File: src/rtl/reveal_ctrl.sv
// ============================================================================
// reveal_ctrl : click-driven cell reveal controller with optional flood fill
//   Optional feature: define REVEAL_CASCADE_EN for the SCAN flood fill.
//   Revision: 1.0
// ============================================================================
`default_nettype none

module reveal_ctrl (
  input  logic         clk,
  input  logic         rst,
  input  logic [255:0] map_flat,
  input  logic         game_over,
  input  logic         click_valid,
  input  logic [2:0]   click_row,
  input  logic [2:0]   click_col,
  output logic         click_ready,
  output logic         busy,
  output logic         done,
  output logic [63:0]  clicked_flat,
  output logic [5:0]   num_clicked
);

  typedef enum logic [1:0] {
    IDLE = 2'd0,
    OPEN = 2'd1,
    SCAN = 2'd2,
    DONE = 2'd3
  } state_t;

  state_t      state_q, state_d;
  logic [5:0]  idx_q, idx_d;
  logic [63:0] clicked_q, clicked_d;
  logic [5:0]  num_q, num_d;
  logic [63:0] new_bits;
  logic [3:0]  new_cnt;
  logic [6:0]  num_sum;

  function automatic logic [3:0] cell_val(input logic [255:0] m, input logic [5:0] i);
    return m[{i, 2'b00} +: 4];
  endfunction

`ifdef REVEAL_CASCADE_EN
  logic [5:0]  k_q, k_d;
  logic        changed_q, changed_d;
  logic [63:0] scan_bits;

  // Unrevealed, non-mine, in-board neighbours of scan cell k (only if k is a revealed zero)
  always_comb begin : scan_neighbours
    int nr;
    int nc;
    logic [5:0] ni;
    scan_bits = '0;
    nr = 0;
    nc = 0;
    ni = '0;
    if (clicked_q[k_q] && (cell_val(map_flat, k_q) == 4'd0)) begin
      for (int dr = -1; dr <= 1; dr++) begin
        for (int dc = -1; dc <= 1; dc++) begin
          nr = int'(k_q[5:3]) + dr;
          nc = int'(k_q[2:0]) + dc;
          if (!(dr == 0 && dc == 0) && nr >= 0 && nr <= 7 && nc >= 0 && nc <= 7) begin
            ni = 6'(nr * 8 + nc);
            if (cell_val(map_flat, ni) < 4'd9 && !clicked_q[ni]) begin
              scan_bits[ni] = 1'b1;
            end
          end
        end
      end
    end
  end
`endif

  always_comb begin : next_state
    state_d  = state_q;
    idx_d    = idx_q;
    new_bits = '0;
`ifdef REVEAL_CASCADE_EN
    k_d       = k_q;
    changed_d = changed_q;
`endif
    case (state_q)
      IDLE: begin
        if (click_valid && !game_over) begin
          idx_d   = {click_row, click_col};
          state_d = OPEN;
        end
      end
      OPEN: begin
        state_d = DONE;
        if (!clicked_q[idx_q]) begin
          new_bits[idx_q] = 1'b1;
`ifdef REVEAL_CASCADE_EN
          k_d       = '0;
          changed_d = 1'b0;
          if (cell_val(map_flat, idx_q) == 4'd0) begin
            state_d = SCAN;
          end
`endif
        end
      end
`ifdef REVEAL_CASCADE_EN
      SCAN: begin
        new_bits = scan_bits;
        // A reveal at k==63 still needs another pass so its neighbours get scanned
        if (|scan_bits) begin
          changed_d = 1'b1;
        end
        if (k_q == 6'd63) begin
          if (changed_d) begin
            changed_d = 1'b0;
            k_d       = '0;
          end else begin
            state_d = DONE;
          end
        end else begin
          k_d = k_q + 6'd1;
        end
      end
`endif
      default: begin
        state_d = IDLE;
      end
    endcase

    new_cnt = '0;
    for (int i = 0; i < 64; i++) begin
      new_cnt = new_cnt + {3'b000, new_bits[i]};
    end
    clicked_d = clicked_q | new_bits;
    num_sum   = {1'b0, num_q} + {3'b000, new_cnt};
    num_d     = (num_sum > 7'd63) ? 6'd63 : num_sum[5:0];
  end

  always_ff @(posedge clk or posedge rst) begin
    if (rst) begin
      state_q   <= IDLE;
      idx_q     <= '0;
      clicked_q <= '0;
      num_q     <= '0;
`ifdef REVEAL_CASCADE_EN
      k_q       <= '0;
      changed_q <= 1'b0;
`endif
    end else begin
      state_q   <= state_d;
      idx_q     <= idx_d;
      clicked_q <= clicked_d;
      num_q     <= num_d;
`ifdef REVEAL_CASCADE_EN
      k_q       <= k_d;
      changed_q <= changed_d;
`endif
    end
  end

  assign click_ready  = (state_q == IDLE) && !game_over;
  assign busy         = (state_q != IDLE);
  assign done         = (state_q == DONE);
  assign clicked_flat = clicked_q;
  assign num_clicked  = num_q;

endmodule

`default_nettype wire

File: config.mk
export PLATFORM = sky130hd
export DESIGN_NAME = reveal_ctrl
export DESIGN_NICKNAME = d
export VERILOG_FILES = /design/src/rtl/reveal_ctrl.sv
export SDC_FILE = /design/constraint.sdc
export NUM_CORES = 1
export LEC_CHECK = 0
export BUFFER_PORTS_ARGS = -buffer_cell sky130_fd_sc_hd__buf_4
export CAP_MARGIN = 0
export CORE_AREA = 2 2 132 134
export CTS_CLUSTER_DIAMETER = 40
export CTS_CLUSTER_SIZE = 10
export DETAILED_ROUTE_END_ITERATION = 6
export DIE_AREA = 0 0 134 136
export GPL_TIMING_DRIVEN = 0
export SKIP_LAST_GASP = 1
export SLEW_MARGIN = 20
export SYNTH_ARGS = -nofsm -noshare
export SYNTH_HDL_FRONTEND = slang
export SYNTH_SLANG_ARGS = --single-unit
export TNS_END_PERCENT = 5
File: constraint.sdc
create_clock -name clk -period 15.8 [get_ports clk]
set_clock_uncertainty 0.15 [all_clocks]
set_input_delay 2.37 -clock clk [delete_from_list [all_inputs] [get_ports clk]]
set_output_delay 2.37 -clock clk [all_outputs]
set_load 0.005 [all_outputs]
==> flow_metrics.tcl <==
set metrics [dict create \
    status "finished, final reports clean" \
    cts_resized 0 \
    maxSlewHeadroom_pct 41.71 \
    finalSetupViolCount 0 \
    cts_buffers 9 \
    max_freq_mhz 113.1 \
    drv_cap 0 \
    grt_max_degree 52 \
    fin_crit_ns 8.840 \
    wl_met1_um 7257 \
    rr_startpoint "idx_q[1]" \
    core_mm2 0.01688 \
    clock_tree.root_cell "clkbuf_16" \
    critPathLaunchType "flip-flop" \
    synth_cell_types 57 \
    fin_nets 914 \
    antenna_left 0 \
    whs_endpoint "clicked_flat[13]" \
    clockPowerShare_pct 21.6 \
    synth_nets 820 \
    clk_transition_reported_paths_ns 0.06 \
    worst_r2r_endpoint "num_clicked[5]" \
    rr_worst_depth 25 \
    final.period_utilization_pct 55.95 \
    port_buffers 82 \
    top_layer_used "met4" \
    switchingPower_mw 0.4763 \
    setup_slack_ns 6.960 \
    grt_pass1_wl_um 24580 \
    dr_wl_met3_um 898 \
    synthFlopType "dfrtp_1" \
    routed_wl_um 15580 \
    hold_class "reg -> reg" \
    cts_tree "built" \
    cts.path.max_buffers 2 \
    worstPathArrival_ns 8.92 \
    dp.cells 798 \
    wl_met2_um 7133 \
    ios 339 \
    drive_above_1_share_pct 25.47 \
    power.internal_mw 0.7206 \
    synth.most_common_cell "dfrtp_1" \
    cp_max_fo 10 \
    ys_top_cells_by_count "78 x dfrtp_1, 56 x inv_1, 52 x fa_1" \
    grt.overflow.total 0 \
    wl_per_cell_um 19.14 \
    vias 4026 \
    critPathCaptureType "flip-flop" \
    synth-edff-count 0 \
    drtIter0Drc 238 \
    via_per_inst 4.946 \
    antenna_found_initial 0 \
    routabilityCongestion 0.9013 \
    initial_core_util_pct 32.16 \
    post_cts_buffers 0 \
    critPathKind "reg -> reg" \
    powerDensity_mw_per_mm2 177.9 \
    required_ns 15.88 \
    syn_area_mm2 0.005428 \
    stdcell_count 814 \
    route.detailed.drc 0 \
    dp_hpwl_um 12230 \
    yosysTopAreaCellShare_pct 35.96 \
    ctsHoldBuffers 0 \
    fin_setup_tns_ns 0 \
    synth_seq_cells 78 \
    slew_viol_final 0 \
    num_rows 48 \
    yosysTopAreaCell "dfrtp_1" \
    min_from "clicked_flat[13]" \
    track_usage_pct 17.88 \
    async_flop_share_pct 100.0 \
    areaGrowthSynthToFinish_pct 23.95 \
    die_area_mm2 0.01822 \
    final_hold_viol_count 0 \
    grt_pass1_vias 4303 \
    min_path_cells 1 \
    dr.pass1.iters 4 \
    syn_inst 490 \
    vdd_ir_drop_max_mv 0.08924 \
    die_width_um 134 \
    synth_warnings 0 \
    worstMarginPinSlew_ns 0.8712 \
    rsz0062_at_grt "no" \
    die_h_um 136 \
    r2r_setup_slack_ns 6.96 \
    n_fill_cell 1659 \
    diodes 0 \
    dp_slack_ns 7.011 \
    synth.area.top_cells "dfrtp_1 36%, fa_1 19%, a21o_1 6.9%, mux2i_1 4.1%, inv_1 3.9%" \
    h-tree-depth 3 \
    cts_sinks 78 \
    ys_seq_area_share_pct 35.96 \
    pwr-share-comb_pct 48.0 \
    clkLatencyLatePin_ns 0.35 \
    synth.avg_cell_area_um2 11.08 \
    seqPwrFrac_pct 30.4 \
    sw_frac_of_total_pct 39.79 \
    p_leak_nw 3.577 \
]
## state kept, by name, indices dropped and copies added, names as in the netlist
register / count
clicked_flat: 64
idx_q: 6
num_clicked: 6
state_q: 2
## layout by cell type, fill, tap and decap left out, types with 4 or more instances in the layout
master and instances:
inv_1 55, a21o_1 50, nand3b_1 9, ha_1 12
o21bai_2 6, a21oi_1 6, buf_4 88, nand2b_1 11
fa_1 52, bufinv_16 4, buf_6 6, nor4_1 4
nand2_1 42, clkbuf_16 9, nor2_1 23, buf_2 6
dfrtp_1 78, xnor2_1 9, mux2_2 4, and2_1 19
a22oi_1 6, or2_1 9, o21ai_0 5, nand3_1 4
mux2i_1 22
## power groups by stage
stage | sequential [mW] | combinational [mW] | clock (mW)
floorplan | 0.349 | 0.332 | 0
global placement | 0.365 | 0.563 | 0
detailed placement | 0.366 | 0.575 | 0
CTS | 0.364 | 0.578 | 0.263
global route | 0.376 | 0.629 | 0.273
finish | 0.364 | 0.574 | 0.259
## metrics by stage
| step | total power, mW | hold slack, ns | cell area, um2 | util, % |
|---|---|---|---|---|
| 4_1_cts | 1.205 | 0.3391 | 6728 | 39.87 |
| 5_1_grt | 1.277 | 0.3523 | 6728 | 39.87 |
| 3_5_place_dp | 0.9413 | 0.3253 | 6360 | 37.69 |
| 2_1_floorplan | 0.6810 | 0.3137 | 5428 | - |
| 3_3_place_gp | 0.9284 | 0.3224 | 6325 | 37.48 |
| 6_report | 1.197 | 0.3397 | 6728 | 39.87 |
## critical path: stages, from the launching register on
cell      delay [ns]
dfrtp_1         0.34
buf_4           0.19
buf_4           0.22
mux2i_1         0.27
o31ai_1         0.11
a211oi_2        0.56
buf_2           0.37
nand3b_1        0.18
fa_1            0.52
inv_1           0.05
fa_1            0.53
inv_1           0.05
fa_1            0.49
fa_1            0.55
fa_1            0.44
fa_1            0.52
fa_1            0.56
fa_1            0.55
inv_1           0.04
ha_1            0.21
fa_1            0.50
fa_1            0.45
a21o_1          0.19
a21oi_1         0.24
nor4bb_1        0.32
nor3_1          0.09
## logic make-up after synthesis
group / Yosys count / synth area share (%)
AND/OR/NAND/NOR: 146 / 15.24
AO/OA/AOI/OAI: 90 / 13.28
flip-flops: 78 / 35.96
buffers and inverters: 74 / 6.501
adder cells (fa/ha/maj): 64 / 21.95
multiplexers: 27 / 5.302
XOR/XNOR: 11 / 1.775
## cell type report
type / count / area [um2] / area share, %
repair buffers: 83 / 643.1 / 9.559
inverters: 56 / 212.7 / 3.162
multi-input cells: 338 / 3128 / 46.49
well taps: 225 / 281.5 / 4.184
plain buffers: 18 / 142.6 / 2.120
flip-flops and latches: 78 / 1952 / 29.01
clock inverters: 7 / 142.6 / 2.120
clock buffers: 9 / 225.2 / 3.348
## worst max-delay path by stage
stage | start | end | slack [ns]
final | idx_q[1] | num_clicked[5] | 6.96
after global routing | idx_q[1] | num_clicked[5] | 6.52
after CTS | idx_q[1] | num_clicked[5] | 6.98
after detailed placement | idx_q[1] | num_clicked[5] | 7.01
after global placement | idx_q[1] | num_clicked[5] | 7.13
after floorplan | idx_q[2] | num_clicked[5] | 7.97
## routing by layer
layer  track usage [%]  vias up
met5                 0        -
met4             5.378        0
met3             3.169       21
met2             27.35      141
met1             25.90     2050
li1                  -     1814
Note: power is estimated with default switching activity, not from simulation.
